### src/rtl/sump_pkg.sv
// Shared opcodes, FSM state type and payload geometry for the SUMP command decoder.
package sump_pkg;

  localparam logic [7:0] OP_RESET = 8'h00;
  localparam logic [7:0] OP_ARM   = 8'h01;
  localparam logic [7:0] OP_QMETA = 8'h02;
  localparam logic [7:0] OP_QID   = 8'h04;
  localparam logic [7:0] OP_DIV   = 8'h80;
  localparam logic [7:0] OP_RDDLY = 8'h81;
  localparam logic [7:0] OP_TRIG  = 8'hC1;

  localparam int PAYLOAD_BYTES = 4;

  typedef enum logic {IDLE, PAYLOAD} sump_dec_state_t;

endpackage

### src/rtl/sump_cmd_decoder.sv
// Decodes SUMP host commands from the UART byte stream into command strobes
// and sampler/trigger configuration registers.
module sump_cmd_decoder
  import sump_pkg::*;
#(
  parameter int SAMPLE_WIDTH   = 8,
  parameter int TIMEOUT_CYCLES = 100_000
) (
  input  logic                    system_clock,
  input  logic                    reset,
  input  logic [7:0]              rx_data,
  input  logic                    rx_valid,
  input  logic                    capture_busy,
  output logic                    cmd_reset,
  output logic                    cmd_arm,
  output logic                    cmd_query_meta,
  output logic                    cmd_query_id,
  output logic [23:0]             cfg_divider,
  output logic [15:0]             cfg_read_count,
  output logic [15:0]             cfg_delay_count,
  output logic [SAMPLE_WIDTH-1:0] cfg_trig_rise,
  output logic [SAMPLE_WIDTH-1:0] cfg_trig_fall,
  output logic                    cfg_update,
  output logic                    cmd_unknown
);

  localparam int TW = $clog2(TIMEOUT_CYCLES + 1);
  localparam int IW = $clog2(PAYLOAD_BYTES);
  localparam int PW = 8 * (PAYLOAD_BYTES - 1);
  localparam logic [TW-1:0] TIMEOUT_MAX  = TW'(TIMEOUT_CYCLES);
  localparam logic [TW-1:0] TIMEOUT_LAST = TW'(TIMEOUT_CYCLES - 1);
  localparam logic [IW-1:0] IDX_LAST     = IW'(PAYLOAD_BYTES - 1);

  sump_dec_state_t   state_reg, state_next;
  logic [7:0]        opcode_reg, opcode_next;
  logic [PW-1:0]     payload_reg, payload_next;
  logic [IW-1:0]     idx_reg, idx_next;
  logic [TW-1:0]     timeout_reg, timeout_next;

  logic cmd_reset_reg, cmd_reset_next;
  logic cmd_arm_reg, cmd_arm_next;
  logic cmd_query_meta_reg, cmd_query_meta_next;
  logic cmd_query_id_reg, cmd_query_id_next;
  logic cfg_update_reg, cfg_update_next;
  logic cmd_unknown_reg, cmd_unknown_next;

  logic [23:0]             cfg_divider_reg, cfg_divider_next;
  logic [15:0]             cfg_read_count_reg, cfg_read_count_next;
  logic [15:0]             cfg_delay_count_reg, cfg_delay_count_next;
  logic [SAMPLE_WIDTH-1:0] cfg_trig_rise_reg, cfg_trig_rise_next;
  logic [SAMPLE_WIDTH-1:0] cfg_trig_fall_reg, cfg_trig_fall_next;

  logic [31:0] word;

  always_ff @(posedge system_clock) begin
    if (reset) begin
      state_reg           <= IDLE;
      opcode_reg          <= '0;
      payload_reg         <= '0;
      idx_reg             <= '0;
      timeout_reg         <= '0;
      cmd_reset_reg       <= 1'b0;
      cmd_arm_reg         <= 1'b0;
      cmd_query_meta_reg  <= 1'b0;
      cmd_query_id_reg    <= 1'b0;
      cfg_update_reg      <= 1'b0;
      cmd_unknown_reg     <= 1'b0;
      cfg_divider_reg     <= '0;
      cfg_read_count_reg  <= '0;
      cfg_delay_count_reg <= '0;
      cfg_trig_rise_reg   <= '0;
      cfg_trig_fall_reg   <= '0;
    end else begin
      state_reg           <= state_next;
      opcode_reg          <= opcode_next;
      payload_reg         <= payload_next;
      idx_reg             <= idx_next;
      timeout_reg         <= timeout_next;
      cmd_reset_reg       <= cmd_reset_next;
      cmd_arm_reg         <= cmd_arm_next;
      cmd_query_meta_reg  <= cmd_query_meta_next;
      cmd_query_id_reg    <= cmd_query_id_next;
      cfg_update_reg      <= cfg_update_next;
      cmd_unknown_reg     <= cmd_unknown_next;
      cfg_divider_reg     <= cfg_divider_next;
      cfg_read_count_reg  <= cfg_read_count_next;
      cfg_delay_count_reg <= cfg_delay_count_next;
      cfg_trig_rise_reg   <= cfg_trig_rise_next;
      cfg_trig_fall_reg   <= cfg_trig_fall_next;
    end
  end

  always_comb begin
    state_next           = state_reg;
    opcode_next          = opcode_reg;
    payload_next         = payload_reg;
    idx_next             = idx_reg;
    timeout_next         = timeout_reg;
    cmd_reset_next       = 1'b0;
    cmd_arm_next         = 1'b0;
    cmd_query_meta_next  = 1'b0;
    cmd_query_id_next    = 1'b0;
    cfg_update_next      = 1'b0;
    cmd_unknown_next     = 1'b0;
    cfg_divider_next     = cfg_divider_reg;
    cfg_read_count_next  = cfg_read_count_reg;
    cfg_delay_count_next = cfg_delay_count_reg;
    cfg_trig_rise_next   = cfg_trig_rise_reg;
    cfg_trig_fall_next   = cfg_trig_fall_reg;
    word                 = '0;

    // Idle-gap counter: only meaningful while a long command is half received.
    if (rx_valid) begin
      timeout_next = '0;
    end else if (state_reg == PAYLOAD) begin
      if (timeout_reg != TIMEOUT_MAX) timeout_next = timeout_reg + TW'(1);
    end else begin
      timeout_next = '0;
    end

    case (state_reg)
      IDLE: begin
        if (rx_valid) begin
          if (!rx_data[7]) begin
            case (rx_data)
              OP_RESET: cmd_reset_next      = 1'b1;
              OP_ARM:   cmd_arm_next        = !capture_busy;
              OP_QMETA: cmd_query_meta_next = 1'b1;
              OP_QID:   cmd_query_id_next   = 1'b1;
              default:  cmd_unknown_next    = 1'b1;
            endcase
          end else begin
            opcode_next = rx_data;
            idx_next    = '0;
            state_next  = PAYLOAD;
          end
        end
      end
      PAYLOAD: begin
        if (rx_valid) begin
          if (idx_reg == IDX_LAST) begin
            // Final byte is used straight off the wire so the update lands one cycle later.
            word       = {payload_reg, rx_data};
            state_next = IDLE;
            case (opcode_reg)
              OP_DIV: begin
                cfg_divider_next = word[23:0];
                cfg_update_next  = 1'b1;
              end
              OP_RDDLY: begin
                cfg_read_count_next  = word[31:16];
                cfg_delay_count_next = word[15:0];
                cfg_update_next      = 1'b1;
              end
              OP_TRIG: begin
                cfg_trig_fall_next = word[8 +: SAMPLE_WIDTH];
                cfg_trig_rise_next = word[0 +: SAMPLE_WIDTH];
                cfg_update_next    = 1'b1;
              end
              default: cmd_unknown_next = 1'b1;
            endcase
          end else begin
            payload_next = {payload_reg[PW-9:0], rx_data};
            idx_next     = idx_reg + IW'(1);
          end
        end else if (timeout_reg == TIMEOUT_LAST) begin
          state_next = IDLE;
        end
      end
      default: state_next = IDLE;
    endcase
  end

  assign cmd_reset       = cmd_reset_reg;
  assign cmd_arm         = cmd_arm_reg;
  assign cmd_query_meta  = cmd_query_meta_reg;
  assign cmd_query_id    = cmd_query_id_reg;
  assign cfg_update      = cfg_update_reg;
  assign cmd_unknown     = cmd_unknown_reg;
  assign cfg_divider     = cfg_divider_reg;
  assign cfg_read_count  = cfg_read_count_reg;
  assign cfg_delay_count = cfg_delay_count_reg;
  assign cfg_trig_rise   = cfg_trig_rise_reg;
  assign cfg_trig_fall   = cfg_trig_fall_reg;

endmodule

### config.mk
export PLATFORM = sky130hd
export DESIGN_NAME = sump_cmd_decoder
export DESIGN_NICKNAME = d
export VERILOG_FILES = /design/src/rtl/sump_pkg.sv /design/src/rtl/sump_cmd_decoder.sv
export SDC_FILE = /design/constraint.sdc
export NUM_CORES = 1
export LEC_CHECK = 0
export ABC_AREA = 0
export CORE_ASPECT_RATIO = 1.75
export CORE_MARGIN = 3
export CORE_UTILIZATION = 55
export DETAILED_ROUTE_END_ITERATION = 7
export DONT_BUFFER_PORTS = 1
export GPL_ROUTABILITY_DRIVEN = 0
export GPL_TIMING_DRIVEN = 0
export PLACE_DENSITY_LB_ADDON = 0.15
export SLEW_MARGIN = 20
export SYNTH_ARGS = -nofsm -noshare
export SYNTH_HDL_FRONTEND = slang
export SYNTH_SLANG_ARGS = --single-unit
### constraint.sdc
create_clock -name system_clock -period 2.85 [get_ports system_clock]
set_input_delay 0.7125 -clock system_clock [delete_from_list [all_inputs] [get_ports system_clock]]
set_output_delay 0.7125 -clock system_clock [all_outputs]
set_load 0.02 [all_outputs]
==> results.toml, run 1 <==
[cts]
cts_tree = "built"
cts_root_buf = "clkbuf_16"
clk_pin_slew_ps = 50
clock_path_buffers = 2
ctsResizeCount = 0
ctsHoldBuffers = 0
cts_buffers = 17
clock_latency_ps = 410
htreeDepth = 4
clkSinkCount = 130
post-cts-setup-buffers = 0

[timing]
worstMarginPinSlew_ps = 630.3
rsz0062_at_grt = "no"
fmax_mhz = 444.6
max_slew_margin_pct = 57.63
finalSetupTns_ps = 0
finalHoldViolations = 0
fin_skew_ps = 5.554
finalCriticalPeriod_ps = 2249
slew_viol_final = 0
setup_viol = 0
period_share_pct = 78.91

[yosys]
yosys_warnings = 0
synth-adder-area-share_pct = 0.7628
synthXorXnorAreaFrac_pct = 1.780
synth_top_area_share_pct = 52.89
synth_ff_type = "dfxtp_1"
synth_top_family_by_area = "simple AND/OR/NAND/NOR gates"
synth_area_per_cell_um2 = 8.327
synth_area_leaders = "dfxtp_1 (53%), nand2_1 (13%), a21oi_1 (8.6%), mux2i_1 (5.3%), nor2_1 (3.2%)"
ys_seq_area_share_pct = 52.89
netlist-cell-type-count = 35
synth_simple_gate_area_share_pct = 24.66
postSynthNetCount = 606
synthMuxAreaShare_pct = 5.289
syn-instance-count = 591
synth.cell_area_um2 = 4921
async_reset_ff_share_pct = 0
synth-edff-count = 0
synth_top_cell_by_area = "dfxtp_1"
ys_ff_latch = 130
synth_compound_area_share_pct = 10.12

[worst_setup_path]
path_delay_family = "simple AND/OR/NAND/NOR gates"
path_buf_inv = 2
cp-end-kind = "register"
crit_path_max_incr_delay_ps = 520
worstPathMaxFanout = 10
slowest_stage = "nor4_2"
cp_cell_sequence = "ha_1 -> clkbuf_1 -> nand4_1 -> nor4_2 -> buf_2 -> nand2_1 -> a21oi_1"
critPathLaunchType = "register"
cp.arrival_ps = 2580
worstPathRequired_ps = 3190
path_class = "reg -> reg"

[outcome]
outcome = "finished, final reports clean"

[power]
p_total_w = 0.004084
power_density_nw_per_um2 = 722.9
vdd_drop_max_mv = 0.4672
p_leak_nw = 2.015

[finish]
fillerInstances = 780
drive_gt1_share_pct = 7.407
area_delta_synth_final_pct = 14.80
final_cell_mix = "nand2_1 (176), dfxtp_1 (130), a21oi_1 (85), nor2_1 (42), clkbuf_1 (31)"
n_antenna_cell = 0
layout_commonest_cell = "nand2_1"
final_area_um2 = 5649
num-nets-final = 625

[global_routing]
grt_remaining_overflow = 0
grt_first_pass_wirelength_mm = 20.48
grt_pass1_vias = 3979
antenna_found_initial = 0
track_usage_pct = 25.84
grt_max_degree = 17

[floorplanning]
dieArea_um2 = 10160
initial_core_util_pct = 56.75
die_y_um = 131.1
io_pins = 90
rows = 45
dieWidth_um = 77.51
core_um2 = 8671

[route]
final_antenna_net_count = 0
initialDrtViolationCount = 271
drc = 0
wirelength_mm = 12.37
detail_route.wl_per_cell_um = 16.76
drt_pre_antenna_iters = 4
vias = 4044
routed_via_density = 5.480

[placement]
post_dp_cell_area_um2 = 5067
dp_hpwl_mm = 8.929
io_buffers = 0

[run]
drv_cap = 0

[hold_path]
min_path_type = "in -> reg"
stage by stage:
stage	hold slack (ps)	util (%)	cells	worst slack (ps)
after floorplan	426.0	-	591	725.9
after global placement	436.9	58.44	708	481.0
after detailed placement	446.1	58.44	708	467.8
after CTS	423.3	65.15	738	592.9
after global routing	433.4	65.15	738	353.7
final	435.4	65.15	738	601.0
cell usage after synthesis, types with 4 or more instances:
cell type,instances
or4_1,5
nor4_1,7
nand2b_1,4
xor2_1,5
nand3_1,8
a21oi_1,85
mux2i_1,26
nand4_1,7
xnor2_1,5
inv_1,7
dfxtp_1,130
nor3_1,6
clkbuf_1,27
nand2_1,176
buf_2,12
nor2_1,42
o21ai_0,7
area by class of cell:
type | count | area (um2) | area share (%)
Sequential cell | 130 | 2603 | 46.07
Buffer | 42 | 195.2 | 3.455
Inverter | 7 | 26.28 | 0.4651
Multi-Input combinational cell | 412 | 2097 | 37.12
Clock buffer | 26 | 509.2 | 9.014
Clock inverter | 4 | 72.57 | 1.285
Tap cell | 117 | 146.4 | 2.591
worst reg2reg max path: stages (launching register included):
cell      delay [ps]
dfxtp_1          370
ha_1             160
clkbuf_1         310
nand4_1          240
nor4_2           520
buf_2            320
nand2_1           80
a21oi_1          180
kinds of logic (layout without fill, tap and decap cells):
| kind of cell | count (synthesis) | after routing |
|---|---|---|
| adders and majority gates | 3 | 3 |
| muxes | 26 | 26 |
| xor gates and xnor gates | 10 | 10 |
| AOI/OAI and AO/OA | 97 | 97 |
| and+or+nand+nor | 276 | 276 |
| buffers and inverters | 49 | 79 |
| DFF | 130 | 130 |
per-layer routing:
| layer | share of wire, % | up-vias | GRT usage (%) | routed length (um) |
|---|---|---|---|---|
| li1 | - | 1997 | - | - |
| met1 | 36 | 1896 | 26.29 | 4477 |
| met2 | 54 | 120 | 46.54 | 6659 |
| met3 | 5.5 | 31 | 8.299 | 680 |
| met4 | 4.5 | 0 | 12.48 | 554 |
| met5 | 0 | - | 0 | 0 |
power by group:
part / leakage [nW] / internal, W / switching [W]
sequential: 1.05 / 0.00183 / 0.0000166
combinational: 0.684 / 0.0000330 / 0.0000787
clock: 0.282 / 0.00139 / 0.000731
path summary, 6_finish.rpt:
path	start	endpoint	slack, ps	cells after the start
worst max register to register	idx_reg[0]	cfg_delay_count[13]	600	7
worst max-delay path	idx_reg[0]	cfg_delay_count[13]	600	7
worst min register to register	payload_reg[19]	payload_reg[19]	450	2
worst min-delay path	rx_data[4]	payload_reg[4]	440	2
(Power assumes the default switching activity.)
==> run 2: changes to the inputs <==
- clock period: 2.85 -> 2 ns (I/O delays scaled with it)
==> run 2 against run 1 <==
Against the previous run: the flow now finishes with violations (setup timing); critical path depth down 2; flip-flop and latch count unchanged; maximum frequency up 10%; setup slack worse by 640 ps; register-to-register slack worse by 640 ps; combinational power up 54%; hold slack worse by 220 ps.
==> results.toml, run 2 (synthesis results as in run 1) <==
[floorplanning]
die_y_um = 131.1
rows = 45
core_um2 = 8671
dieArea_um2 = 10160
initial_core_util_pct = 56.75
io_pins = 90
dieWidth_um = 77.51

[route]
detail_route.wl_per_cell_um = 16.95
final_antenna_net_count = 0
vias = 4129
drc = 0
wirelength_mm = 12.59
drt_pre_antenna_iters = 5
routed_via_density = 5.557
initialDrtViolationCount = 209

[worst_setup_path]
crit_top_cell = "or4_4"
cp.arrival_ps = 2330
crit-reg2reg-launch = "opcode_reg[2]"
worstPathRequired_ps = 2290
path_class = "reg -> reg"
crit_path_max_incr_delay_ps = 630
path_depth = 5
worstRegToRegCells = 5
cp-end-kind = "register"
critPathLaunchType = "register"
path_delay_family = "simple AND/OR/NAND/NOR gates"
ff2ff_setup_slack_ps = -40
cp_cell_sequence = "or4_4 -> or4_4 -> buf_4 -> mux2i_1 -> nor2_1"
worstPathMaxFanout = 5
path_buf_inv = 1
r2r_end = "cfg_trig_fall[2]"
slowest_stage = "or4_4"

[timing]
finalCriticalPeriod_ps = 2039
whs_ps = 217.9
period_share_pct = 101.9
finalHoldViolations = 0
fmax_mhz = 490.5
max_slew_margin_pct = 60.79
slew_viol_final = 0
rsz0062_at_grt = "yes"
finalWorstSetupSlack_ps = -38.88
fin_skew_ps = 8.888
worstMarginPinSlew_ps = 588.2
setup_viol = 29

[cts]
clk_pin_slew_ps = 50
cts_root_buf = "clkbuf_16"
cts_tree = "built"
cts_buffers = 17
htreeDepth = 4
clock_latency_ps = 420
clock_path_buffers = 2
ctsHoldBuffers = 0
clkSinkCount = 130

[finish]
final-seq-area_um2 = 2603
stdcell_count = 743
final_area_um2 = 5827
n_antenna_cell = 0
num-nets-final = 629
final_cell_mix = "nand2_1 (176), dfxtp_1 (130), a21oi_1 (85), nor2_1 (42), mux2i_1 (26)"
drive_gt1_share_pct = 9.585
layout_commonest_cell = "nand2_1"
fillerInstances = 760
multi_input_area_um2 = 2135
final_util_pct = 67.20
area_delta_synth_final_pct = 18.41

[placement]
io_buffers = 0
placedCellCount = 708
post_dp_cell_area_um2 = 5071
dp_hpwl_mm = 9.020

[global_routing]
grt_max_degree = 17
antenna_found_initial = 0
grt_first_pass_wirelength_mm = 20.42
track_usage_pct = 25.85
grt_remaining_overflow = 0
grt_pass1_vias = 4009

[hold_path]
hold_depth = 2
whs_endpoint = "payload_reg[4]"
min_path_type = "in -> reg"
min_from = "rx_data[4]"

[power]
p_total_w = 0.006147
vdd_drop_max_mv = 0.7431
power_density_nw_per_um2 = 1055
p_leak_nw = 2.082

[outcome]
violations = "setup timing"
outcome = "finished with violations"

[run]
drv_cap = 0
-- run 2: how the worst max path moves through the flow --
stage	from	end	slack, ps
after detailed placement	idx_reg[0]	cfg_delay_count[6]	-220
after CTS	opcode_reg[5]	cfg_trig_fall[4]	-50
after floorplan	opcode_reg[2]	cfg_trig_fall[4]	-10
after global placement	idx_reg[0]	cfg_read_count[4]	-150
final	opcode_reg[2]	cfg_trig_fall[2]	-40
after global routing	opcode_reg[2]	cfg_trig_fall[4]	-90
-- run 2: cell type report --
type,instances,area share (%)
clock inverter,13,3.586
tap,117,2.512
multi-input combinational,412,36.63
clock buffer,18,7.365
buffer,37,3.629
sequential,130,44.66
timing repair buffer,9,1.160
inverter,7,0.4509
-- run 2: metal layers --
layer	routed length [um]	track usage, %
met5	0	0
met4	563	14.65
met3	663	6.859
met2	6883	46.87
met1	4481	25.95
-- run 2: repair_timing --
action | 4_1_cts | 5_1_grt
resized for setup | 10 | 16
buffers inserted | 5 | 4
pin swaps | 1 | 4
endpoints found under the setup margin | 80 | 72
-- run 2: stage by stage --
step	worst slack (ps)	setup TNS, ps
finish	-38.88	-486.4
global route	-89.19	-1981
CTS	-51.29	-536.4
detailed placement	-222.9	-13100
global placement	-148.9	-9098
floorplan	-11.48	-114.8
-- run 2: power by group --
group / total [W] / internal (W) / switching, W
Combinational: 0.000172 / 0.0000529 / 0.000119
Clock: 0.00334 / 0.00220 / 0.00114
Sequential: 0.00263 / 0.00261 / 0.0000253
